<file path="src/rtl/display7seg_pkg.sv">
// display7seg_pkg: shared FSM states, segment constants and digit-to-pattern lookup
package display7seg_pkg;
  typedef enum logic [1:0] {IDLE, SHIFT, FORMAT} state_t;
  localparam logic [6:0] SEG_BLANK = 7'b1111111;
  localparam logic [6:0] SEG_MINUS = 7'b0111111;
  function automatic logic [6:0] digit_pat(input logic [3:0] d);
    case (d)
      4'd0: digit_pat = 7'b1000000;
      4'd1: digit_pat = 7'b1111001;
      4'd2: digit_pat = 7'b0100100;
      4'd3: digit_pat = 7'b0110000;
      4'd4: digit_pat = 7'b0011001;
      4'd5: digit_pat = 7'b0010010;
      4'd6: digit_pat = 7'b0000010;
      4'd7: digit_pat = 7'b1111000;
      4'd8: digit_pat = 7'b0000000;
      4'd9: digit_pat = 7'b0010000;
      default: digit_pat = SEG_BLANK;
    endcase
  endfunction
endpackage

</file>
<file path="src/rtl/display7seg_seq_seg7_encode.sv">
// seg7_encode: one BCD digit plus blank/minus overrides to a 7-segment pattern
module seg7_encode
  import display7seg_pkg::*;
#(
  parameter int COMMON_ANODE = 0
) (
  input  logic [3:0] digit,
  input  logic       blank,
  input  logic       minus,
  output logic [6:0] pattern
);
  logic [6:0] base;
  assign base = minus ? SEG_MINUS : blank ? SEG_BLANK : digit_pat(digit);
  assign pattern = COMMON_ANODE != 0 ? ~base : base;
endmodule

</file>
<file path="src/rtl/display7seg_seq.sv">
// display7seg_seq: sequential double-dabble binary-to-BCD converter driving 7-segment digits
module display7seg_seq
  import display7seg_pkg::*;
#(
  parameter int BIN_WIDTH    = 32,
  parameter int DIGITS       = 8,
  parameter int COMMON_ANODE = 0,
  parameter int BLANK_LZ     = 1,
  parameter int SIGNED_EN    = 0
) (
  input  logic                  clk,
  input  logic                  rst_n,
  input  logic                  valid_in,
  input  logic [BIN_WIDTH-1:0]  valor,
  output logic                  ready_out,
  output logic [DIGITS*7-1:0]   seg,
  output logic                  done,
  output logic                  ovf,
  output logic                  neg
);
  localparam int BW = DIGITS * 4;
  localparam int CW = $clog2(BIN_WIDTH + 1);
  localparam logic [6:0] BLANK_PAT = COMMON_ANODE != 0 ? ~SEG_BLANK : SEG_BLANK;
  state_t state, state_nx;
  logic [BIN_WIDTH-1:0] mag;
  logic [BW-1:0] bcd, bcd_adj;
  logic [CW-1:0] cnt;
  logic ovf_r, neg_r, fmt_ovf, take_neg;
  logic [DIGITS-1:0] shown, minus_at;
  logic [DIGITS*7-1:0] pat;
  int msd, mpos;
  assign ready_out = state == IDLE;
  assign take_neg = SIGNED_EN != 0 && valor[BIN_WIDTH-1];
  always_comb begin
    state_nx = state;
    state_nx = state == IDLE ? (valid_in ? SHIFT : IDLE) :
               state == SHIFT ? (cnt == CW'(BIN_WIDTH - 1) ? FORMAT : SHIFT) : IDLE;
  end
  always_ff @(posedge clk or negedge rst_n)
    if (!rst_n) state <= IDLE;
    else state <= state_nx;
  genvar k;
  generate
    for (k = 0; k < DIGITS; k++) begin : g_dig
      assign bcd_adj[4*k+:4] = bcd[4*k+:4] >= 4'd5 ? bcd[4*k+:4] + 4'd3 : bcd[4*k+:4];
      seg7_encode #(.COMMON_ANODE(COMMON_ANODE)) u_enc (
        .digit  (bcd[4*k+:4]),
        .blank  (!shown[k]),
        .minus  (minus_at[k]),
        .pattern(pat[7*k+:7])
      );
    end
  endgenerate
  // The minus sign sits just above the top shown digit; no room for it means overflow
  always_comb begin
    msd = 0;
    for (int i = 1; i < DIGITS; i++) if (bcd[4*i+:4] != 4'd0) msd = i;
    for (int i = 0; i < DIGITS; i++) shown[i] = BLANK_LZ == 0 || i <= msd;
    mpos = BLANK_LZ != 0 ? msd + 1 : DIGITS - 1;
    fmt_ovf = ovf_r || (neg_r && (mpos >= DIGITS || (BLANK_LZ == 0 && bcd[4*(DIGITS-1)+:4] != 4'd0)));
    for (int i = 0; i < DIGITS; i++) minus_at[i] = fmt_ovf || (neg_r && i == mpos);
  end
  always_ff @(posedge clk or negedge rst_n)
    if (!rst_n) begin
      mag <= '0;
      bcd <= '0;
      cnt <= '0;
      ovf_r <= 1'b0;
      neg_r <= 1'b0;
      seg <= {DIGITS{BLANK_PAT}};
      done <= 1'b0;
      ovf <= 1'b0;
      neg <= 1'b0;
    end else begin
      done <= state == FORMAT;
      if (state == IDLE && valid_in) begin
        mag <= take_neg ? -valor : valor;
        neg_r <= take_neg;
        bcd <= '0;
        cnt <= '0;
        ovf_r <= 1'b0;
      end
      if (state == SHIFT) begin
        {bcd, mag} <= {bcd_adj[BW-2:0], mag, 1'b0};
        ovf_r <= ovf_r | bcd_adj[BW-1];
        cnt <= cnt + CW'(1);
      end
      if (state == FORMAT) begin
        seg <= pat;
        ovf <= fmt_ovf;
        neg <= neg_r;
      end
    end
endmodule
</file>
<file path="config.mk">
export PLATFORM = sky130hd
export DESIGN_NAME = display7seg_seq
export DESIGN_NICKNAME = d
export VERILOG_FILES = /design/src/rtl/display7seg_pkg.sv /design/src/rtl/display7seg_seq_seg7_encode.sv /design/src/rtl/display7seg_seq.sv
export SDC_FILE = /design/constraint.sdc
export NUM_CORES = 1
export LEC_CHECK = 0
export BUFFER_PORTS_ARGS = -buffer_cell sky130_fd_sc_hd__buf_2
export CAP_MARGIN = 20
export CORE_ASPECT_RATIO = 1.75
export CORE_MARGIN = 2
export CORE_UTILIZATION = 31
export DETAILED_ROUTE_END_ITERATION = 8
export PLACE_DENSITY = 0.57
export SYNTH_ARGS = -nofsm -noshare
export SYNTH_HDL_FRONTEND = slang
export SYNTH_HIERARCHICAL = 1
export SYNTH_SLANG_ARGS = --single-unit
</file>
<file path="constraint.sdc">
create_clock -name clk -period 5.88 [get_ports clk]
set_input_delay 1.176 -clock clk [delete_from_list [all_inputs] [get_ports clk]]
set_output_delay 1.176 -clock clk [all_outputs]
set_load 0.05 [all_outputs]
</file>
======== Word-level counts from Yosys, hierarchy flattened ========
Memories as Yosys holds them, arrays and structs flattened.
Cells that the tools add are included.
word-level totals
  flip-flop bits (word level) ............. 131
  ROM bits ................................ 896
  bits of input ports ..................... 35
  output and inout port bits .............. 60
  logic and storage cells ................. 98
  memories kept ........................... 8
memories
  name             words  bits a word  rd ports  clocked after Yosys merged registers in  wr ports  line                  text
  (no name shown)  16     7            1         0                                        0         display7seg_pkg.sv:7  case (d)
  (no name shown)  16     7            1         0                                        0         display7seg_pkg.sv:7
  (no name shown)  16     7            1         0                                        0         display7seg_pkg.sv:7
  (no name shown)  16     7            1         0                                        0         display7seg_pkg.sv:7
  (no name shown)  16     7            1         0                                        0         display7seg_pkg.sv:7
  (no name shown)  16     7            1         0                                        0         display7seg_pkg.sv:7
  2 more memories  --     --           --        --                                       --        --
cells by class
  add/sub/neg operators ................... 9
  magnitude comparators ................... 16
  equality and inequality tests ........... 3
  mux-type cells .......................... 43
  bitwise logic cells ..................... 1
  reduce and logical (&&, ||, !) cells .... 10
operator list
  operator               number
  $mux W32               4
  $mux W7                16
  $le A3 B32 Y1 const A  2
  $le A4 B32 Y1 const A  2
  $add A4 B2 Y4 const B  8
  $ge A4 B3 Y1 const B   8
  $le A1 B32 Y1 const A  1
  $le A2 B32 Y1 const A  1
  $mux W4                8
  $reduce_bool A4 Y1     7
  $mux W3                4
  $mux W6                2
  $mux W2                5
  $add A6 B1 Y6 const B  1
  $eq A6 B5 Y1 const B   1
  $le A3 B3 Y1 const A   2
  $mux W1                4
  $eq A2 B1 Y1 const B   1
  $eq A2 B2 Y1 const B   1
  $logic_not A2 Y1       1
  $reduce_bool A2 Y1     1
  $logic_and A1 B1 Y1    1
  $or A1 B1 Y1           1

======== Longest topological paths before layout ========
  depth after elaboration ................. 11
  gate-level depth with buffers ........... 9
  gate-level depth less buffers ........... 9

======== By module ========
Netlist, hierarchy kept.
by module, submodules not included
  module           times used  cells each  area each (um^2)  sequential area each (um^2)
  display7seg_seq  1           514         5954.5            3348.2
  seg7_encode      8           30          231.5             0.0

======== Worst setup path after synthesis ========
Ideal clock, no wire load.
  path kind ............................... register to register
  start point ............................. register bcd[17]
  end point ............................... register seg[13]
  library setup time ...................... 0.060 ns
  arrival time ............................ 2.700 ns
  required time ........................... 5.820 ns
  slack ................................... 3.120 ns
  stages on the path, launching flop included .. 10
  path buffers ............................ 0
  period minus slack after synthesis ...... 2.760 ns
  cell sequence ........................... dfrtp_1 inv_1 ha_1 or3b_4 nor4_4 and3_1 a21boi_1 nor3_1 nor3_1 mux2_2
between the ends
  word-level cells in the longest chain between the ends .. 8
RTL lines
  element                 line                               text
  start, declared         display7seg_seq.sv:26              logic [BW-1:0] bcd, bcd_adj;
  start signal, assigned  display7seg_seq.sv:84              {bcd, mag} <= {bcd_adj[BW-2:0], mag, 1'b0};
  $reduce_bool A4 Y1      display7seg_seq.sv:57              for (int i = 1; i < DIGITS; i++) if (bcd[4*i+:4] != 4'd0) msd = i;
  $mux W3 (4 in series)   display7seg_seq.sv:57
  $le A2 B32 Y1           display7seg_seq.sv:58              for (int i = 0; i < DIGITS; i++) shown[i] = BLANK_LZ == 0 || i <= msd;
  $mux W7 (2 in series)   display7seg_seq_seg7_encode.sv:13  assign base = minus ? SEG_MINUS : blank ? SEG_BLANK : digit_pat(digit);
  net pat[13]             display7seg_seq.sv:30              logic [DIGITS*7-1:0] pat;
  end signal, assigned    display7seg_seq.sv:70              seg <= {DIGITS{BLANK_PAT}};
  end signal, assigned    display7seg_seq.sv:89              seg <= pat;
  end, declared           display7seg_seq.sv:16              output logic [DIGITS*7-1:0] seg,
The timed path passes the listed nets, and every way through them passes these cells.
A chain may end at the register's enable or synchronous reset.

======== Final worst setup path ========
  start point ............................. register bcd[21]
  end point ............................... register seg[13]
between the ends
  word-level cells in the longest chain between the ends .. 7
RTL lines
  element                line
  $reduce_bool A4 Y1     display7seg_seq.sv:57
  $mux W3 (3 in series)  display7seg_seq.sv:57
  $le A2 B32 Y1          display7seg_seq.sv:58
  $mux W7 (2 in series)  display7seg_seq_seg7_encode.sv:13
  net pat[13]            display7seg_seq.sv:30
The timed path passes the listed nets, and every way through them passes these cells.

==> metrics.md <==
| Metric | Value |
|---|---|
| M3 GR Usage | 3.51% |
| Leak | 3.61 nW |
| Final #Nets | 923 |
| Final cell count without fillers | 1153 |
| Dpl cells | 1121 |
| Synth area leader | dfrtp_1 |
| Worst Tran Pin Value | 0.999 ns |
| First-pass GRT wire length | 29.4 mm |
| Antenna violations before repair | 0 |
| Seq/Total Area, Yosys | 42.9% |
| Power Dens Cells | 452 mW/mm^2 |
| Syn Std Cell Area | 0.00781 mm^2 |
| Crit share post-route | 52.3% |
| RSZ-0062 raised after global routing | no |
| Fmax | 325 MHz |
| Drt pass-1 iters | 4 |
| Starting Density | 31.6% |
| Crit Path Class | reg2reg |
| Outcome | complete, no violations |
| H-tree levels | 4 |
| Met2 usage in global routing | 26.6% |
| Area of the multi-input gates | 0.00409 mm^2 |
| Area grow syn2layout | 15.8% |
| CTS resizes | 0 |
| Fin. Hold Viols | 0 |
| Iter 0 DRT Violations | 332 |
| Synth Instances | 754 |
| Element type at the critical path end | flip-flop |
| Routed wire length | 17.7 mm |
| Critical Path AT | 3.45 ns |
| TritonCTS Buffers | 17 |
| Clock sinks | 131 |
| VDD IR max | 218 uV |
| Clock Latency Late Sink | 0.44 ns |
| Synth Flop Type | dfrtp_1 |
| Util after Layout | 36.6% |
| Yosys warns | 6 |
| Largest net degree at the start of global routing | 97 |
| Vias per cell | 4.98 |
| Critical Path Fanout Max | 8 |
| Final setup fails | 0 |
| Port buffer count | 93 |
| Remaining DRCs | 0 |
| Tmin final | 3.08 ns |
| Clk slew on worst S/H paths | 0.06 ns |
| Die width | 124 um |
| Most frequent cells after synthesis | 76 x o21ai_0, 75 x dfrtp_1, 69 x nor2_1 |
| CORE AREA | 0.0247 mm^2 |
| Post-DRT Antenna Nets | 0 |
| CTS tree | done |
| Top cells by area, synth | dfrtp_1 24%, dfstp_2 19%, ha_1 9.5% |
| Post-synth EDFFs | 0 |
| Post-CTS Setup Bufs | 0 |
| Yosys top cell area share | 24.0% |
| Relative slew slack | 33.4% |
| Seq cells post-synth | 131 |
| CP required | 6.26 ns |
| DP Wirelength | 12.0 mm |
| Unique masters post-synth | 48 |
| Total chip power | 4.09 mW |
| Global route overflow | 0 |
| Hold Buf Count CTS | 0 |
| Core Rows | 76 |
| Filler Cells Inserted | 2531 |
| Type of origin of the critical path | flip-flop |
| IO Pins | 95 |
| Number of max-cap violations | 0 |
| Clock buffer depth | 2 |
| Vias in the first global route | 5884 |
| Layout Skew | 0.00772 ns |
| Slew Limit Fails | 0 |
| Share of cells above drive strength 1 | 33.3% |
| Register Area | 0.00335 mm^2 |
| Fin Setup TNS | 0 ns |
| Post-synthesis average cell area | 10.4 um^2 |
| M1 GR Usage | 14.7% |
| GP Congestion | 0.774 |
| Hold Crit Class | reg2reg |
| Wire per inst | 15.3 um |
| Top-count cell post-synth | o21ai_0 |
| Antenna diodes | 0 |
| Global-route usage over all layers | 14.2% |
| Busiest grt layer | met2 |
| Root Driver | clkbuf_16 |
| DR vias | 5739 |
| Die span in y | 214 um |
| Post-synth ARST share | 100% |
| Die ar. | 0.0265 mm^2 |
[path summary, 6_finish.rpt]
path / from / to / slack [ns] / cells after the start
worst max register to register: bcd[21] / seg[13] / 2.80 / 9
worst min-delay path: cnt[5] / cnt[5] / 0.49 / 1
worst min register to register: cnt[5] / cnt[5] / 0.49 / 1
min in group asynchronous: rst_n / mag[30] / 0.84 / 1
max in group asynchronous: rst_n / seg[40] / 4.02 / 2
worst max-delay path: bcd[21] / seg[13] / 2.80 / 9
[cells in the final DEF (no fill, tap or decap), types with 7 or more instances in the layout]
cell type	n
nand3_1	20
inv_1	33
dfstp_2	56
o22ai_1	29
xor2_1	9
mux2i_1	8
a32o_1	8
o31ai_1	10
o32ai_1	7
xnor2_1	16
nor3_1	21
ha_1	59
o21ai_1	8
nor3_4	8
a21oi_1	17
nor2_1	69
o21a_1	8
o21ai_0	76
mux2_2	61
clkbuf_16	17
nor4b_1	8
dfrtp_1	74
nand2b_4	9
a211oi_2	8
nand2_1	44
nand2b_1	8
buf_2	92
[where the power goes]
part	internal (mW)	leakage [nW]	switching (mW)	total (mW)
Combinational	0.743	1.86	0.792	1.53
Sequential	1.11	1.49	0.417	1.53
Clock	0.626	0.273	0.400	1.03
[flip-flops by register name (all words and copies together) (netlist names)]
register and flops:
mag 32, bcd 32, state 2, seg 56, ovf 1, done 1
cnt 6, ovf_r 1
[metal layers]
layer,vias to the layer above,part of all wire [%]
li1,2809,-
met3,17,3.1
met2,84,56
met5,-,0
met1,2829,39
met4,0,1.7
[final cells by class]
cell class                      count  area share (%)
Clock buffer                       20            4.94
Inverter                           33            1.37
Tap cell                          312            4.32
Timing Repair Buffer               98            5.85
Clock inverter                     11            1.25
Sequential cell                   131            37.0
Multi-Input combinational cell    548            45.2
[logic make-up (layout without fill, tap and decap cells)]
kind of cell	Yosys count	in the layout	share of synthesized area, %
AO/OA/AOI/OAI	182	182	14.9
XOR/XNOR	25	25	2.80
adder cells (fa/ha/maj)	59	59	9.46
buffers and inverters	79	162	5.14
flip-flops	131	131	42.9
multiplexers	69	69	9.83
other	1	5	0.0480
AND/OR/NAND/NOR	208	208	14.9
[worst max-delay path, stage by stage, from the launching register on]
cell and delay, ns:
dfrtp_1 0.47, inv_1 0.13, ha_1 0.22, or3b_4 0.42
nor4_4 0.50, and3_1 0.39, a21boi_1 0.45, nor3_1 0.10
nor3_1 0.17, mux2_2 0.17
[metrics by stage]
stage                     setup WS [ns]  instance area [um^2]  hold slack (ns)
after floorplan                    3.12                  7820            0.439
after detailed placement           2.78                  8450            0.466
final                              2.80                  9040            0.486
after CTS                          2.74                  9010            0.476
after global routing               2.56                  9040            0.512
after global placement             2.83                  8450            0.459
Note: power is estimated with default switching activity, not from simulation.
